## src/rtl/spi_initiator.sv

```systemverilog
// SPI initiator engine: drives SCLK/SS/MOSI for an injected transaction and
// captures the target's MISO reply. All outputs are registered.
module spi_initiator #(
    parameter int MAX_DATA_SIZE   = 9,
    parameter int CLK_DIV         = 4,
    parameter int DATA_SIZE_WIDTH = $clog2(MAX_DATA_SIZE + 1)
) (
    input  logic                       sys_clk,
    input  logic                       rst,
    input  logic                       start,
    input  logic [DATA_SIZE_WIDTH-1:0] data_size,
    input  logic [MAX_DATA_SIZE-1:0]   tx_data,
    input  logic                       miso_in,
    output logic [MAX_DATA_SIZE-1:0]   rx_data,
    output logic                       busy,
    output logic                       done,
    output logic                       sclk_out,
    output logic                       ss_out,
    output logic                       mosi_out
);

    localparam int DIV_W = (CLK_DIV > 1) ? $clog2(CLK_DIV) : 1;
    localparam logic [DIV_W-1:0]           DIV_LAST = DIV_W'(CLK_DIV - 1);
    localparam logic [DATA_SIZE_WIDTH-1:0] MAX_N    = DATA_SIZE_WIDTH'(MAX_DATA_SIZE);

    typedef enum logic [2:0] {
        ST_IDLE,
        ST_SETUP,
        ST_SHIFT_HI,
        ST_SHIFT_LO,
        ST_HOLD,
        ST_DONE
    } state_t;

    state_t                     state_reg,   state_next;
    logic [DIV_W-1:0]           div_reg,     div_next;
    logic [DATA_SIZE_WIDTH-1:0] bit_reg,     bit_next;
    logic [MAX_DATA_SIZE-1:0]   tx_reg,      tx_next;
    logic [MAX_DATA_SIZE-1:0]   rx_sr_reg,   rx_sr_next;
    logic [MAX_DATA_SIZE-1:0]   rx_data_reg, rx_data_next;
    logic                       sclk_reg,    sclk_next;
    logic                       ss_reg,      ss_next;
    logic                       mosi_reg,    mosi_next;
    logic                       busy_reg,    busy_next;
    logic                       done_reg,    done_next;

    logic [DATA_SIZE_WIDTH-1:0] n_clamped;
    logic [DATA_SIZE_WIDTH-1:0] shamt;
    logic [MAX_DATA_SIZE-1:0]   tx_aligned;
    logic                       div_last;

    // Left-align the word so the MSB to send sits at the top; bits above n fall off.
    assign n_clamped  = (data_size > MAX_N) ? MAX_N : data_size;
    assign shamt      = MAX_N - n_clamped;
    assign tx_aligned = tx_data << shamt;
    assign div_last   = (div_reg == DIV_LAST);

    always_comb begin
        state_next   = state_reg;
        div_next     = '0;
        bit_next     = bit_reg;
        tx_next      = tx_reg;
        rx_sr_next   = rx_sr_reg;
        rx_data_next = rx_data_reg;
        sclk_next    = sclk_reg;
        ss_next      = ss_reg;
        mosi_next    = mosi_reg;
        busy_next    = busy_reg;
        done_next    = 1'b0;

        if (state_reg == ST_SETUP || state_reg == ST_SHIFT_HI ||
            state_reg == ST_SHIFT_LO || state_reg == ST_HOLD) begin
            div_next = div_last ? '0 : div_reg + DIV_W'(1);
        end

        case (state_reg)
            ST_IDLE: begin
                if (start) begin
                    busy_next = 1'b1;
                    bit_next  = n_clamped;
                    if (n_clamped == '0) begin
                        state_next   = ST_DONE;
                        done_next    = 1'b1;
                        rx_data_next = '0;
                    end else begin
                        state_next = ST_SETUP;
                        ss_next    = 1'b1;
                        mosi_next  = tx_aligned[MAX_DATA_SIZE-1];
                        tx_next    = {tx_aligned[MAX_DATA_SIZE-2:0], 1'b0};
                        rx_sr_next = '0;
                    end
                end
            end
            ST_SETUP: begin
                if (div_last) begin
                    state_next = ST_SHIFT_HI;
                    sclk_next  = 1'b1;
                    rx_sr_next = {rx_sr_reg[MAX_DATA_SIZE-2:0], miso_in};
                end
            end
            ST_SHIFT_HI: begin
                if (div_last) begin
                    // tx_reg runs out into zeros, so MOSI drops to 0 after the last bit.
                    state_next = ST_SHIFT_LO;
                    sclk_next  = 1'b0;
                    bit_next   = bit_reg - DATA_SIZE_WIDTH'(1);
                    mosi_next  = tx_reg[MAX_DATA_SIZE-1];
                    tx_next    = {tx_reg[MAX_DATA_SIZE-2:0], 1'b0};
                end
            end
            ST_SHIFT_LO: begin
                if (div_last) begin
                    if (bit_reg == '0) begin
                        state_next = ST_HOLD;
                    end else begin
                        state_next = ST_SHIFT_HI;
                        sclk_next  = 1'b1;
                        rx_sr_next = {rx_sr_reg[MAX_DATA_SIZE-2:0], miso_in};
                    end
                end
            end
            ST_HOLD: begin
                if (div_last) begin
                    state_next   = ST_DONE;
                    ss_next      = 1'b0;
                    mosi_next    = 1'b0;
                    done_next    = 1'b1;
                    rx_data_next = rx_sr_reg;
                end
            end
            ST_DONE: begin
                state_next = ST_IDLE;
                busy_next  = 1'b0;
            end
            default: begin
                state_next = ST_IDLE;
            end
        endcase
    end

    always_ff @(posedge sys_clk or negedge rst) begin
        if (!rst) begin
            state_reg   <= ST_IDLE;
            div_reg     <= '0;
            bit_reg     <= '0;
            tx_reg      <= '0;
            rx_sr_reg   <= '0;
            rx_data_reg <= '0;
            sclk_reg    <= 1'b0;
            ss_reg      <= 1'b0;
            mosi_reg    <= 1'b0;
            busy_reg    <= 1'b0;
            done_reg    <= 1'b0;
        end else begin
            state_reg   <= state_next;
            div_reg     <= div_next;
            bit_reg     <= bit_next;
            tx_reg      <= tx_next;
            rx_sr_reg   <= rx_sr_next;
            rx_data_reg <= rx_data_next;
            sclk_reg    <= sclk_next;
            ss_reg      <= ss_next;
            mosi_reg    <= mosi_next;
            busy_reg    <= busy_next;
            done_reg    <= done_next;
        end
    end

    assign rx_data  = rx_data_reg;
    assign busy     = busy_reg;
    assign done     = done_reg;
    assign sclk_out = sclk_reg;
    assign ss_out   = ss_reg;
    assign mosi_out = mosi_reg;

endmodule

```

## config.mk

```make
export PLATFORM = sky130hd
export DESIGN_NAME = spi_initiator
export DESIGN_NICKNAME = d
export VERILOG_FILES = /design/src/rtl/spi_initiator.sv
export SDC_FILE = /design/constraint.sdc
export NUM_CORES = 1
export LEC_CHECK = 0
export ABC_AREA = 1
export CAP_MARGIN = 25
export CELL_PAD_IN_SITES_DETAIL_PLACEMENT = 2
export CELL_PAD_IN_SITES_GLOBAL_PLACEMENT = 2
export CORE_MARGIN = 4
export CORE_UTILIZATION = 36
export DETAILED_ROUTE_END_ITERATION = 12
export DONT_BUFFER_PORTS = 1
export GPL_TIMING_DRIVEN = 1
export PLACE_DENSITY = 0.85
export SETUP_SLACK_MARGIN = 0.3
export SYNTH_ARGS = -nofsm -noshare
export SYNTH_HDL_FRONTEND = slang
export SYNTH_SLANG_ARGS = --single-unit
```

## constraint.sdc

```tcl
create_clock -name sys_clk -period 2 [get_ports sys_clk]
set_input_delay 0.6 -clock sys_clk [delete_from_list [all_inputs] [get_ports sys_clk]]
set_output_delay 0.6 -clock sys_clk [all_outputs]
set_load 0.02 [all_outputs]
```

==> impl_metrics.yaml, run 1 <==
synthesis:
  synth-seq-cells: 40
  synth_area_um2: 2140
  yosysWarnings: 0
  yosysUniqueCellTypes: 30
  syn_inst: 270
  synth_area_per_cell_um2: 7.94
  ys_seq_area_share_pct: 46.7
  syn_nets: 290
power_and_ir_drop:
  p_sw_w: 0.00212
  internal_power_w: 0.00232
  p_per_area_nw_per_um2: 1600
  p_clk_share_pct: 13.9
  leakage_nw: 1.27
  ir_drop_uv: 663
  sw_frac_of_total_pct: 47.8
  pwr-share-comb_pct: 49.1
  seqPwrFrac_pct: 37.0
clock_network:
  cts_buffers: 5
  clk_path_buf_depth: 2
  cts_tree: "done"
  cts_root_buffer: "clkbuf_8"
  cts.sinks: 40
  clk_latency_ns: 0.32
  htree_levels: 2
  cts.reportedPaths.clkPinSlew_ns: 0.09
place:
  io_buffers: 0
  gp_congestion: 0.801
  dp.cells: 346
  placed_area_um2: 2300
  dp_hpwl_um: 4640
cells_and_area:
  fin_nets: 327
  stdcell_area_um2: 2780
  final_util_pct: 49.2
  synthToLayoutAreaGrowth_pct: 29.6
  instances_no_fill: 380
  fill_cells: 633
  n_antenna_cell: 0
  drive_gt1_share_pct: 31.5
sta:
  skew_ns: 0.0130
  fin_crit_sh_pct: 91.9
  tightest_slew_ns: 0.479
  finalHoldViolations: 0
  slew_headroom_pct: 68.0
  max_freq_mhz: 544
  grt_setup_unrepaired: "yes"
  fin_crit_ns: 1.84
  timing.setup.tns_ns: 0
  timing.final.max_slew_violations: 0
  finalSetupViolations: 0
  hold_slack_ns: 0.123
critical_path:
  cp-end-kind: "flip-flop"
  slowest_delay_ns: 0.47
  criticalPathCategory: "flip-flop to flip-flop"
  r2r_cells: 8
  cp-start-kind: "flip-flop"
  critPathArrivalTime_ns: 2.03
  crit_fanout: 5
  crit_top_cell: "nand2_1"
  critPathRequiredTime_ns: 2.19
  slowest_stage: "dfrtp_1"
  path_cells: "ha_4 -> clkinvlp_4 -> nand2_1 -> nand2_1 -> nor2_2 -> nand2_1 -> a21oi_2 -> a21oi_1"
grt:
  grtUsageTotal_pct: 22.3
  grt_pass1_wl_um: 12600
  overflow: 0
  antenna_found_initial: 0
  grt_pass1_vias: 2293
  grt_start_max_net_pins: 41
route:
  wl_met3_um: 400
  met2_length_um: 4920
  wl_met1_um: 3890
  vias_per_cell: 5.89
  ant_nets: 0
  first_pass_iters: 4
  routed.top_layer: "met4"
  dr_total_vias: 2238
  totalWireLength_um: 9600
  drc: 0
  wire_per_inst_um: 25.3
  drtIter0Drc: 132
die:
  top_level_ports: 31
  start_util_pct: 38.0
  die_h_um: 85.2
  die_x_um: 85.2
  dieArea_um2: 7250
  core_area_um2: 5640
  rows: 27
run_status:
  status: "finished clean"
flow_run:
  drv_cap: 0
min_path:
  hold_path_class: "input port to asynchronous set/reset pin"
## cells in the mapped netlist
cell,n,share of area (%)
nand3b_1,1,0.35
dfrtp_1,40,47
nand4_1,3,0.88
xnor2_1,1,0.41
o21a_1,1,0.35
o21ai_1,7,1.6
nand3_1,35,8.2
nand2_4,1,0.53
nor2_2,3,0.88
buf_6,1,0.53
nand3_2,1,0.47
o21ai_0,17,4.0
or2_4,1,0.41
nor3b_1,1,0.35
nor3_4,1,0.76
a21oi_1,23,5.4
ha_1,3,1.8
clkinv_2,1,0.23
o22ai_1,10,2.9
buf_2,3,0.70
o21ai_2,4,1.6
o21ai_4,1,0.76
o211ai_1,2,0.70
a21bo_2,1,0.47
nand2_1,44,7.7
nor2_1,21,3.7
inv_1,36,6.3
nand2_2,1,0.29
nor3_1,1,0.23
inv_2,5,0.88
## cell families after synthesis
kind of cell	count (synthesis)	synth area share (%)
adders and majority gates	3	1.75
xor gates and xnor gates	1	0.409
DFF	40	46.7
AOI/OAI and AO/OA	66	17.8
buffers and inverters	46	8.64
and+or+nand+nor	114	24.7
## cell usage in the layout (no fill, tap or decap), types with 3 or more instances in the layout
master	instances
inv_2	8
nand2_2	4
o21ai_4	4
nand4_1	3
buf_6	4
nor2_4	4
o21ai_2	6
clkinvlp_4	4
nand3_1	32
o21ai_1	5
nand2_1	38
dfrtp_2	3
a21oi_1	22
nor2_1	15
o22ai_1	10
nand3_2	4
nor2_2	5
dfrtp_1	37
ha_4	3
buf_4	29
nand2_4	4
o21ai_0	14
clkbuf_8	6
inv_1	29
## critical path: cells and delay by family, from the launching register on
family / cells / cell delay (ns)
simple gates: 4 / 0.56
flops: 1 / 0.47
fa+ha+maj: 1 / 0.22
buf+inv: 1 / 0.16
compound gates: 2 / 0.28
## final timing paths
path	start	end	slack, ns
max	div_reg[0]	mosi_out	0.16
min	rst	div_reg[1]	0.12
max reg2reg	div_reg[0]	mosi_out	0.16
min reg2reg	rx_sr_reg[4]	rx_sr_reg[5]	0.53
max in group asynchronous	rst	state_reg[1]	1.66
min in group sys_clk	miso_in	rx_sr_reg[0]	0.42
## power groups by stage
stage               clock (W)  sequential [W]  combinational, W
floorplan                   0         0.00150           0.00101
global placement            0         0.00155           0.00121
detailed placement          0         0.00158           0.00130
CTS                  0.000607         0.00158           0.00155
global route         0.000676         0.00168           0.00234
finish               0.000618         0.00164           0.00218
## final cells by class
class / instances / area (um2) / share of cell area (%)
well taps: 72 / 90.1 / 3.24
clock inverters: 2 / 15.0 / 0.541
inverters: 42 / 175 / 6.31
repair buffers: 34 / 283 / 10.2
clock buffers: 6 / 82.6 / 2.97
multi-input cells: 184 / 1130 / 40.6
flip-flops and latches: 40 / 1000 / 36.2
## metal layers
metal	up-vias	track usage, %
met5	-	0
met4	0	7.34
met3	29	4.08
met2	82	38.1
met1	1152	28.3
li1	975	-
## metrics by stage
step                      worst slack (ns)  total power (W)
final                                0.161          0.00444
after global routing                 0.131          0.00469
after CTS                            0.301          0.00374
after detailed placement            0.0553          0.00287
after global placement               0.162          0.00277
after floorplan                     0.0887          0.00250
## repair_timing
item,in CTS,in global routing
buffers inserted,8,16
gates resized for setup,12,40
endpoints found under the hold margin,40,0
gates cloned,1,0
hold buffers,1,0
pin swaps,4,13
endpoints found under the setup margin,28,35
Note: power is estimated with default switching activity, not from simulation.
==> run 2: changes to the inputs <==
--- a/config.mk
+++ b/config.mk
@@ -14,7 +14,7 @@
 export DETAILED_ROUTE_END_ITERATION = 12
 export DONT_BUFFER_PORTS = 1
 export GPL_TIMING_DRIVEN = 1
-export PLACE_DENSITY = 0.85
+export PLACE_DENSITY = 0.88
 export SETUP_SLACK_MARGIN = 0.3
 export SYNTH_ARGS = -nofsm -noshare
 export SYNTH_HDL_FRONTEND = slang
==> run 2 against run 1 <==
Critical path depth rose by 3. Global-route usage up 1.9 points. First-iteration DRC count rose by 34%. Critical endpoint is now rx_sr_reg[4]. Largest cell class unchanged. Largest power group unchanged.
==> impl_metrics.yaml, run 2 (same netlist as run 1, synthesis figures left out) <==
run_status:
  status: "finished clean"
sta:
  grt_setup_unrepaired: "yes"
  max_freq_mhz: 545
  timing.setup.tns_ns: 0
  slew_headroom_pct: 67.4
  fin_crit_sh_pct: 91.7
  skew_ns: 0.0146
  setup_ws_ns: 0.166
  hold_slack_ns: 0.128
  tightest_slew_ns: 0.489
  finalHoldViolations: 0
  timing.final.max_slew_violations: 0
  fin_crit_ns: 1.83
  finalSetupViolations: 0
place:
  dp.cells: 345
  placed_area_um2: 2290
  pre_cts_ws_ns: 0.00665
  gp_congestion: 0.803
  io_buffers: 0
  dp_hpwl_um: 5010
cells_and_area:
  mostFrequentLayoutCell: "nand2_1"
  stdcell_area_um2: 2850
  drive_gt1_share_pct: 33.9
  instances_no_fill: 379
  fill_cells: 591
  fin_nets: 326
  final_cell_mix: "39 x nand2_1, 37 x dfrtp_1, 29 x nand3_1, 28 x inv_1, 24 x buf_4"
  synthToLayoutAreaGrowth_pct: 33.2
  n_antenna_cell: 0
critical_path:
  criticalPathCategory: "flip-flop to flip-flop"
  reg2reg_from: "state_reg[1]"
  critPathArrivalTime_ns: 2.02
  crit_fanout: 5
  critPathBufInv: 4
  r2r_cells: 11
  critical_path.top_delay_family: "simple AND/OR/NAND/NOR gates"
  cp-start-kind: "flip-flop"
  crit_cells: 11
  r2r-end: "rx_sr_reg[4]"
  endpoint: "rx_sr_reg[4]"
  cp-end-kind: "flip-flop"
  r2r_setup_slack_ns: 0.17
  slowest_stage: "dfrtp_2"
  startpoint: "state_reg[1]"
  critPathRequiredTime_ns: 2.18
  slowest_delay_ns: 0.46
  path_cells: "nor2_4 -> nand2_2 -> nor2_4 -> inv_2 -> o21ai_2 -> nor3_4 -> buf_6 -> buf_12 -> buf_6 -> nand3_2 -> o21ai_2"
power_and_ir_drop:
  p_per_area_nw_per_um2: 1730
  internal_power_w: 0.00260
  p_sw_w: 0.00233
  ir_drop_uv: 647
  p_clk_share_pct: 15.1
  leakage_nw: 1.29
  sw_frac_of_total_pct: 47.3
  pwr-share-comb_pct: 51.1
  seqPwrFrac_pct: 33.9
route:
  wire_per_inst_um: 27.5
  first_pass_iters: 4
  drtIter0Drc: 177
  dr_total_vias: 2243
  vias_per_cell: 5.92
  totalWireLength_um: 10400
  drc: 0
  ant_nets: 0
grt:
  grt_start_max_net_pins: 41
  antenna_found_initial: 0
  grt_pass1_vias: 2371
  grtUsageTotal_pct: 24.1
  grt_pass1_wl_um: 13500
  overflow: 0
die:
  top_level_ports: 31
  die_h_um: 85.2
  start_util_pct: 38.0
  rows: 27
  core_area_um2: 5640
  dieArea_um2: 7250
  die_x_um: 85.2
clock_network:
  cts_root_buffer: "clkbuf_8"
  cts_tree: "done"
  clk_latency_ns: 0.30
  htree_levels: 2
  clk_path_buf_depth: 2
  cts.reportedPaths.clkPinSlew_ns: 0.10
  cts.sinks: 40
  cts_buffers: 5
flow_run:
  drv_cap: 0
min_path:
  hold_path_class: "input port to asynchronous set/reset pin"
-- run 2: worst min path at each step --
stage / start / end / slack [ns]
finish: rst / state_reg[0] / 0.13
global route: rst / state_reg[0] / 0.13
floorplan: rst / bit_reg[0] / 0.30
detailed placement: rst / bit_reg[1] / 0.31
CTS: rst / state_reg[0] / 0.15
global placement: rst / bit_reg[0] / 0.31
-- run 2: final cells by class --
class | count | area [um2] | area share (%)
clock buffers | 6 | 82.6 | 2.89
inverters | 42 | 176 | 6.18
flip-flops and latches | 40 | 1000 | 35.2
repair buffers | 33 | 313 | 11.0
multi-input cells | 184 | 1150 | 40.2
well taps | 72 | 90.1 | 3.16
clock inverters | 2 | 38.8 | 1.36
-- run 2: stage by stage --
| step | util (%) | power (W) |
|---|---|---|
| 2_1_floorplan | - | 0.00250 |
| 3_3_place_gp | 40.7 | 0.00275 |
| 3_5_place_dp | 40.7 | 0.00291 |
| 4_1_cts | 45.8 | 0.00400 |
| 5_1_grt | 50.6 | 0.00514 |
| 6_report | 50.6 | 0.00493 |
-- run 2: what timing repair did --
action | in CTS | in global routing
gates cloned | 0 | 1
hold endpoints to repair | 40 | 0
gates resized for setup | 15 | 45
hold buffers | 1 | 0
setup endpoints to repair | 28 | 35
pin swaps | 4 | 9
setup buffers | 11 | 13
-- run 2: power groups by stage --
stage / combinational, W / clock (W) / sequential, W
2_1_floorplan: 0.00101 / 0 / 0.00150
3_3_place_gp: 0.00119 / 0 / 0.00156
3_5_place_dp: 0.00132 / 0 / 0.00159
4_1_cts: 0.00168 / 0.000726 / 0.00159
5_1_grt: 0.00266 / 0.000783 / 0.00170
6_report: 0.00252 / 0.000742 / 0.00167
-- run 2: per-layer routing --
| metal | GRT usage, % | wire length (um) | vias up |
|---|---|---|---|
| met5 | 0 | 0 | - |
| met1 | 29.6 | 4350 | 1167 |
| met2 | 43.4 | 5330 | 76 |
| met4 | 6.62 | 355 | 0 |
| li1 | - | - | 969 |
| met3 | 4.17 | 374 | 31 |
-- run 2: worst register-to-register path: cells and delay by family (launching register included) --
family          cells  cell delay, ns
buf+inv             4            0.45
compound gates      2            0.15
flops               1            0.46
simple gates        5            0.66
==> run 3: changes to the inputs <==
--- a/config.mk
+++ b/config.mk
@@ -14,6 +14,7 @@
 export DETAILED_ROUTE_END_ITERATION = 12
 export DONT_BUFFER_PORTS = 1
 export GPL_TIMING_DRIVEN = 1
+export HOLD_SLACK_MARGIN = 0.15
 export PLACE_DENSITY = 0.88
 export SETUP_SLACK_MARGIN = 0.3
 export SYNTH_ARGS = -nofsm -noshare
==> run 3 against run 2 <==
Cell count up 0.79%. Critical path depth down 1. First-iteration DRC count down 15%. Register-to-register slack worse by 0.09 ns. Power down 2.7%. Via count up 1.5%. Clock-buffer cell count unchanged. Clock skew up 0.0079 ns. Die area unchanged.
==> impl_metrics.yaml, run 3 (same netlist as run 1, synthesis figures left out) <==
route:
  drc: 0
  dr_total_vias: 2276
  wire_per_inst_um: 28.9
  vias_per_cell: 5.96
  ant_nets: 0
  drtIter0Drc: 151
  totalWireLength_um: 11000
  first_pass_iters: 4
clock_network:
  cts.reportedPaths.clkPinSlew_ns: 0.11
  cts_buffers: 5
  cts_root_buffer: "clkbuf_8"
  clk_path_buf_depth: 2
  clk_latency_ns: 0.33
  htree_levels: 2
  cts_tree: "done"
  cts.sinks: 40
critical_path:
  startpoint: "state_reg[0]"
  crit_top_cell: "nand2_1"
  criticalPathCategory: "flip-flop to flip-flop"
  crit_fanout: 5
  critPathRequiredTime_ns: 2.18
  endpoint: "mosi_out"
  cp-end-kind: "flip-flop"
  critPathArrivalTime_ns: 2.10
  cp-start-kind: "flip-flop"
  r2r-end: "mosi_out"
  path_cells: "nor2_4 -> inv_1 -> nor2_4 -> buf_6 -> nand2_1 -> nand2_1 -> nor2_2 -> nand2_1 -> a21oi_1 -> a21oi_1"
  reg2reg_from: "state_reg[0]"
  slowest_delay_ns: 0.46
  r2r_cells: 10
  slowest_stage: "dfrtp_2"
  r2r_setup_slack_ns: 0.07
cells_and_area:
  drive_gt1_share_pct: 31.6
  mostFrequentLayoutCell: "nand2_1"
  n_antenna_cell: 0
  synthToLayoutAreaGrowth_pct: 32.0
  fill_cells: 584
  final_cell_mix: "39 x nand2_1, 37 x dfrtp_1, 32 x nand3_1, 29 x inv_1, 29 x buf_4"
  fin_nets: 329
die:
  start_util_pct: 38.0
  die_h_um: 85.2
  top_level_ports: 31
  dieArea_um2: 7250
  die_x_um: 85.2
  core_area_um2: 5640
  rows: 27
sta:
  grt_setup_unrepaired: "yes"
  tightest_slew_ns: 0.406
  finalSetupViolations: 0
  timing.final.max_slew_violations: 0
  timing.setup.tns_ns: 0
  fin_crit_ns: 1.93
  finalHoldViolations: 0
  skew_ns: 0.0224
  max_freq_mhz: 519
  fin_crit_sh_pct: 96.3
  slew_headroom_pct: 72.9
grt:
  antenna_found_initial: 0
  grt_pass1_wl_um: 13800
  grtUsageTotal_pct: 24.4
  grt_start_max_net_pins: 41
  overflow: 0
  grt_pass1_vias: 2387
flow_run:
  drv_cap: 0
power_and_ir_drop:
  total_power_w: 0.00479
  ir_drop_uv: 702
  leakage_nw: 1.29
  p_per_area_nw_per_um2: 1690
run_status:
  status: "finished clean"
place:
  gp_congestion: 0.803
  io_buffers: 0
  dp_hpwl_um: 5010
min_path:
  hold_path_class: "input port to flip-flop"
==> run 3: changes by cell type in the layout (fill, tap and decap cells not counted), moves of 2 or more <==
cell / delta
inv_2: -3
o21ai_2: -2
buf_6: -3
inv_4: +2
buf_4: +5
o21ai_1: +3
nand3_1: +3
nand3_2: -3
==> run 3: where the power goes <==
| group | switching (W) | internal, W |
|---|---|---|
| logic | 0.00146 | 0.000882 |
| registers | 0.000504 | 0.00117 |
| clock network | 0.000369 | 0.000410 |
| total | 0.00233 | 0.00246 |
==> run 3: worst min path at each step <==
| stage | start | endpoint | slack, ns | depth (start not counted) |
|---|---|---|---|---|
| floorplan | rst | bit_reg[0] | 0.30 | 0 |
| global placement | rst | bit_reg[0] | 0.31 | 0 |
| detailed placement | rst | bit_reg[1] | 0.31 | 0 |
| CTS | div_reg[0] | div_reg[0] | 0.44 | 1 |
| global route | miso_in | rx_sr_reg[0] | 0.47 | 2 |
| finish | miso_in | rx_sr_reg[0] | 0.48 | 2 |
==> run 3: final cells by class <==
cell class / count / area [um2] / share of cell area [%]
clock buffers: 6 / 82.6 / 2.92
clock inverters: 2 / 38.8 / 1.37
inverters: 42 / 183 / 6.46
multi-input cells: 185 / 1130 / 39.9
flip-flops and latches: 40 / 1000 / 35.5
well taps: 72 / 90.1 / 3.18
repair buffers: 35 / 302 / 10.7
==> run 3: through the flow <==
stage | utilization, % | setup WS (ns) | hold WS (ns) | std cells | instance area (um2)
finish | 50.1 | 0.0747 | 0.478 | 382 | 2830
CTS | 45.9 | 0.252 | 0.442 | 366 | 2590
floorplan | - | 0.0887 | 0.304 | 270 | 2180
detailed placement | 40.7 | 0.00665 | 0.306 | 345 | 2290
global route | 50.1 | 0.0398 | 0.474 | 382 | 2830
global placement | 40.7 | 0.170 | 0.306 | 345 | 2290
==> run 3: worst max-delay path: cells and delay by family, from the launching register on <==
family          cells  cell delay, ns
simple gates        6            0.71
buf+inv             2            0.23
compound gates      2            0.38
flops               1            0.46
==> run 3: routing by layer <==
layer	global-route usage, %	up-vias	routed length (um)
li1	-	975	-
met1	30.3	1170	4560
met2	42.5	93	5450
met3	4.56	38	555
met4	7.63	0	464
met5	0	-	0
==> run 3: timing repair <==
| action | in CTS | in global routing |
|---|---|---|
| setup endpoints to repair | 28 | 34 |
| cloned | 0 | 1 |
| hold endpoints to repair | 40 | 0 |
| pin swaps | 4 | 9 |
| buffers inserted | 11 | 15 |
| gates resized for setup | 15 | 38 |
| hold buffers | 2 | 0 |
==> RTL change 1, RTL diff (config.mk and constraints of run 3) <==
Register the output `rx_data` once more, with the module's reset; this adds one clock of latency there. The other outputs are not delayed to match.
--- a/src/rtl/spi_initiator.sv
+++ b/src/rtl/spi_initiator.sv
@@ -168,3 +168,9 @@
 
-    assign rx_data  = rx_data_reg;
+    always_ff @(posedge sys_clk or negedge rst) begin
+        if (!rst) begin
+            rx_data <= '0;
+        end else begin
+            rx_data <= rx_data_reg;
+        end
+    end
     assign busy     = busy_reg;
Behaviour: same outputs for any inputs over 10 cycles, from zero or initial values and one cycle with rst low; that may be too few to reach the edited logic, so the function may still have changed.
==> RTL change 1 against run 3 <==
The flow now finishes with violations (negative hold slack). Routed wire length decreased by 38%. Design area fell by 2.7%. Sequential cell count grew 9. Worst setup slack improved by 260 ps. Final cell count shrank 1.3%. Count of clock-buffer cells in the layout decreased by 1. Global-route usage shrank 6.6 points. Maximum frequency rose by 16%. Synthesized area increased by 13%. Critical endpoint is now sclk_out.
Power is not compared: it rests on default switching activity, and its combinational part moved more than twofold at a synthesized area within 25%.
==> RTL change 1: results (changes against run 3) <==
| Metric | Value |
|---|---|
| Outcome | complete, but fails checks |
| Failing checks | negative hold slack |
| M1 GR Usage | 20.2% (-10 points) |
| Largest net degree at the start of global routing | 50 (+22%) |
| R2r setup slk | 340 ps (+260 ps) |
| Largest cells by area after synthesis | dfrtp_1 51%, nand3_1 7.7%, inv_1 7.5% |
| Root Buffer | clkbuf_8 |
| Initial antenna violation count | 0 (unchanged) |
| M2 GR Usage | 33.4% (-9.1 points) |
| Critical-path top delay cell | dfrtp_2 |
| Clock slew at reported path FFs | 100 ps |
| Final net count | 318 (-3.3%) |
| Via-to-Cell Ratio | 5.37 (-9.8%) |
| Setup Skew | 5.41 ps (-17.0 ps) |
| FF-to-FF Start | state_reg[2] |
| Post-synthesis net count | 304 (+4.8%) |
| Share of cells above drive strength 1 | 17.0% (-15 points) |
| Max Root-Sink Buffers | 2 (unchanged) |
| CP startpoint | state_reg[2] |
| GP Congestion | 0.766 (-4.6%) |
| Hold slack final | -25.1 ps (-503 ps) |
| CP peak stage delay | 510 ps (+50 ps) |
| Max_slew headroom | 78.2% (+5.3 points) |
| Unique masters post-synth | 35 (+17%) |
| CP max FO | 6 (+1) |
| First-pass GRT wire length | 11.6 mm (-16%) |
| Routed WL | 6.88 mm (-38%) |
| Crit path to | sclk_out |
| Final Hold Vio Count | 49 (+49) |
| Diode count | 0 (unchanged) |
| Post-detail-place hpwl | 4.88 mm (-2.5%) |
| Clk_lat worst skew | 310 ps (-20 ps) |
| Worst r2r path cells | 7 (-3) |
| DRT iter0 DRCs | 70 (-54%) |
| Vias in the first global route | 2253 (-5.6%) |
| H-tree depth | 2 (unchanged) |
| CP Data Arrival Time | 1880 ps (-220 ps) |
| Worst min path class | in2async |
| Seq cells post-synth | 49 (+23%) |
| Sequential share of the synthesized area | 50.8% (+4.1 points) |
| All-Layer GR Usage | 17.7% (-6.6 points) |
| Router iterations before antenna repair | 5 (+1) |
| Filler cells | 721 (+23%) |
| Grt met3 use | 3.59% (-0.97 points) |
| Post-synth top cells | 49 x dfrtp_1, 48 x inv_1, 40 x nand2_1 |
| Prevailing post-synth register cell | dfrtp_1 |
==> RTL change 1: cell count changes after synthesis, moves of 3 or more <==
cell	change
a21oi_1	-9
o21ai_0	+4
dfrtp_1	+9
o21ai_1	-5
inv_1	+12
nand2_1	-4
a31oi_1	+3
==> RTL change 1: worst min path at each step <==
| stage | endpoint | cells after the start | slack, ps | start |
|---|---|---|---|---|
| global route | rx_data[2] | 0 | -50 | rst |
| global placement | rx_data[7] | 0 | 310 | rst |
| detailed placement | rx_data[7] | 0 | 310 | rst |
| CTS | rx_data[5] | 0 | -30 | rst |
| finish | mosi_out | 0 | -30 | rst |
| floorplan | bit_reg[0] | 0 | 300 | rst |
==> RTL change 1: final cells by class <==
class	instances	share of cell area (%)
clock buffer	5	2.50
clock inverter	3	2.50
inverter	52	7.18
multi-input combinational	178	36.0
sequential	49	44.6
tap	77	3.50
timing repair buffer	13	3.73
==> RTL change 1: power by group <==
part | switching, W | leakage [nW] | internal, W
clock network | 0.000357 | 0.0687 | 0.000504
logic | 0.0000787 | 0.713 | 0.0000369
registers | 0.00000565 | 0.544 | 0.000998
total | 0.000442 | 1.33 | 0.00154
==> RTL change 1: cells by family (layout without fill, tap and decap cells) <==
group | Yosys count | count (layout) | synth area share, %
compound gates | 62 | 62 | 15.8
simple gates | 113 | 113 | 22.0
xor+xnor | 1 | 1 | 0.363
flops | 49 | 49 | 50.8
fa+ha+maj | 2 | 2 | 1.04
buf+inv | 58 | 73 | 10.0
==> RTL change 1: routing by layer <==
metal  vias to the layer above  share of wire, %
li1                        961                 -
met1                      1026                42
met2                        33                53
met3                         5               3.6
met4                         0               1.2
met5                         -                 0
==> RTL change 1: critical path: cells and delay by family (launching register included) <==
family	cells	cell delay (ps)
AOI/OAI and AO/OA	1	110
buffers and inverters	1	120
DFF	1	510
and+or+nand+nor	5	840
==> RTL change 1: per-stage QoR <==
stage	power, W	cells	hold WS, ps	worst slack, ps	instance area, um2
2_1_floorplan	0.00111	285	304	334	2410
3_3_place_gp	0.00113	362	306	91.7	2510
3_5_place_dp	0.00114	362	306	2.18	2510
4_1_cts	0.00199	373	-35.0	277	2680
5_1_grt	0.00206	377	-51.1	244	2750
6_report	0.00198	377	-25.1	339	2750
==> RTL change 1: repair_timing <==
item,in CTS,in global routing
endpoints found under the setup margin,22,33
hold endpoints to repair,49,49
setup buffers,3,3
resized for setup,3,15
pin swaps,2,3
cloned,0,1
==> RTL change 2, RTL diff (settings of run 3) <==
Without the edit above. Set the parameter `MAX_DATA_SIZE` to 10 (it was 9).
--- a/src/rtl/spi_initiator.sv
+++ b/src/rtl/spi_initiator.sv
@@ -3,3 +3,3 @@
 module spi_initiator #(
-    parameter int MAX_DATA_SIZE   = 9,
+    parameter int MAX_DATA_SIZE   = 10,
     parameter int CLK_DIV         = 4,
Interface: changed (resized rx_data and tx_data); port bits go from 31 to 33. The function was not compared with the original's and may differ.
==> RTL change 2 against run 3 <==
Clock skew down 13 ps. Core utilization down 2.8 points. Highest routed layer unchanged. Non-clock buffer count up 3. Worst setup slack better by 150 ps. Final cell count up 10%. Maximum frequency up 8.7%. Critical path depth up 2. Sequential cell count up 3. Power down 9.5%. Count of clock-buffer cells in the layout up 1. Synthesized area up 13%. Routed wire length down 10%. Design area up 7.4%.
==> RTL change 2: results (changes against run 3) <==
| Metric | Value |
|---|---|
| Ys Warns | 0 (unchanged) |
| Vias in the first global route | 2527 (+5.9%) |
| Maximum vdd ir drop | 0.725 mV (+3.2%) |
| DRT iter0 DRCs | 116 (-23%) |
| Sequential share of the synthesized area | 44.6% (-2.1 points) |
| Setup Buffers After CTS | 9 (-2) |
| Clock slew at reported path FFs | 90 ps (-20 ps) |
| First-pass GRT wire length | 13.6 mm (-1.5%) |
| Routed len/inst | 23.4 um (-19%) |
| Clk_lat worst skew | 310 ps (-20 ps) |
| Post-synthesis net count | 329 (+13%) |
| CP max FO | 4 (-1) |
| Via-to-Cell Ratio | 5.62 (-5.7%) |
| Outcome | finished clean |
| Hold slack final | 493 ps (+15.3 ps) |
| LEAKAGE | 1.45 nW (+12%) |
| Post-Synth Adder-Cell Area | 1.56% (-0.20 points) |
| Initial antenna violation count | 0 (unchanged) |
| Unique masters post-synth | 42 (+40%) |
| Post-detail-place hpwl | 5.38 mm (+7.4%) |
| R2r setup slk | 240 ps (+170 ps) |
| H-tree depth | 2 (unchanged) |
| Placed Cells | 388 (+12%) |
| Final net count | 365 (+11%) |
| Setup Skew | 9.38 ps (-13.1 ps) |
| Ys async rst share | 100% (unchanged) |
| Xor and xnor area share after synthesis | 1.14% (+0.73 points) |
| GP Congestion | 0.820 (+2.1%) |
| Switching Share | 47.3% (-1.3 points) |
| Post-Syn Area per Cell | 7.84 um2 (-1.3%) |
| Worst min path class | reg2reg |
| Non-Filler Instances | 422 (+10%) |
| Post-CTS sizing | 23 (+8) |
| CP Data Arrival Time | 1990 ps (-110 ps) |
| Largest cells by area after synthesis | dfrtp_1 45%, nand2_1 10%, inv_1 7.2% |
| All-Layer GR Usage | 21.0% (-3.4 points) |
| CP peak stage delay | 220 ps (-240 ps) |
| Share of cells above drive strength 1 | 29.0% (-2.6 points) |
| Largest net degree at the start of global routing | 44 (+7.3%) |
| Critical-path top delay cell | or2_1 |
| Post-synth top cells | 66 x nand2_1, 46 x inv_1, 43 x dfrtp_1 |
| Post-synthesis compound-gate area fraction | 17.8% (+0.028 points) |
| Cells on Worst Hold Path | 1 (-1) |
| CP delay by family, top | simple AND/OR/NAND/NOR gates |
| Max_slew headroom | 63.7% (-9.2 points) |
| Post-CTS Hold Fix Bufs | 2 (unchanged) |
RTL change 2: changes by cell type after synthesis, moves of 3 or more:
cell      delta
nand2_1     +22
a21oi_1     -13
inv_1       +10
o21ai_0      +6
nand3_1      -5
clkbuf_1     +4
dfrtp_1      +3
nor2_1       -3
o21ai_1      -3
o21ai_2      -3
RTL change 2: layout make-up:
class | count | area (um2)
clock inverter | 1 | 5.00
sequential | 43 | 1080
inverter | 52 | 198
multi-input combinational | 204 | 1250
clock buffer | 7 | 76.3
tap | 77 | 96.3
timing repair buffer | 38 | 332
fill | 712 | 3380
RTL change 2: power by group through the flow:
stage	sequential (W)	clock, W	combinational [W]
after floorplan	0.00157	0	0.00106
after detailed placement	0.00165	0	0.00143
after global placement	0.00162	0	0.00131
final	0.00167	0.000560	0.00211
after global routing	0.00171	0.000621	0.00229
after CTS	0.00164	0.000569	0.00173
RTL change 2: path summary, 6_finish.rpt:
kind                               from           end
setup / recovery           data_size[2]     tx_reg[3]
hold / removal               div_reg[0]    div_reg[0]
setup reg to reg             bit_reg[0]  rx_sr_reg[1]
hold reg to reg              div_reg[0]    div_reg[0]
max in group asynchronous           rst     tx_reg[9]
min in group asynchronous           rst    bit_reg[1]
RTL change 2: metal layers:
metal  track usage, %  wire length [um]  vias to the layer above  share of wire [%]
li1                 -                 -                     1079                  -
met1             26.0              4330                     1229                 44
met2             37.8              5040                       39                 51
met3             3.92               244                       25                2.5
met4             4.72               263                        0                2.7
met5                0                 0                        -                  0
RTL change 2: metrics by stage:
stage	cell area [um2]	setup WS [ps]	utilization [%]	TNS (ps)
3_3_place_gp	2570	60.9	40.1	0
3_5_place_dp	2570	-42.4	40.1	-44.8
5_1_grt	3040	126	47.3	0
4_1_cts	2830	297	44.0	0
2_1_floorplan	2450	-131	-	-131
6_report	3040	229	47.3	0
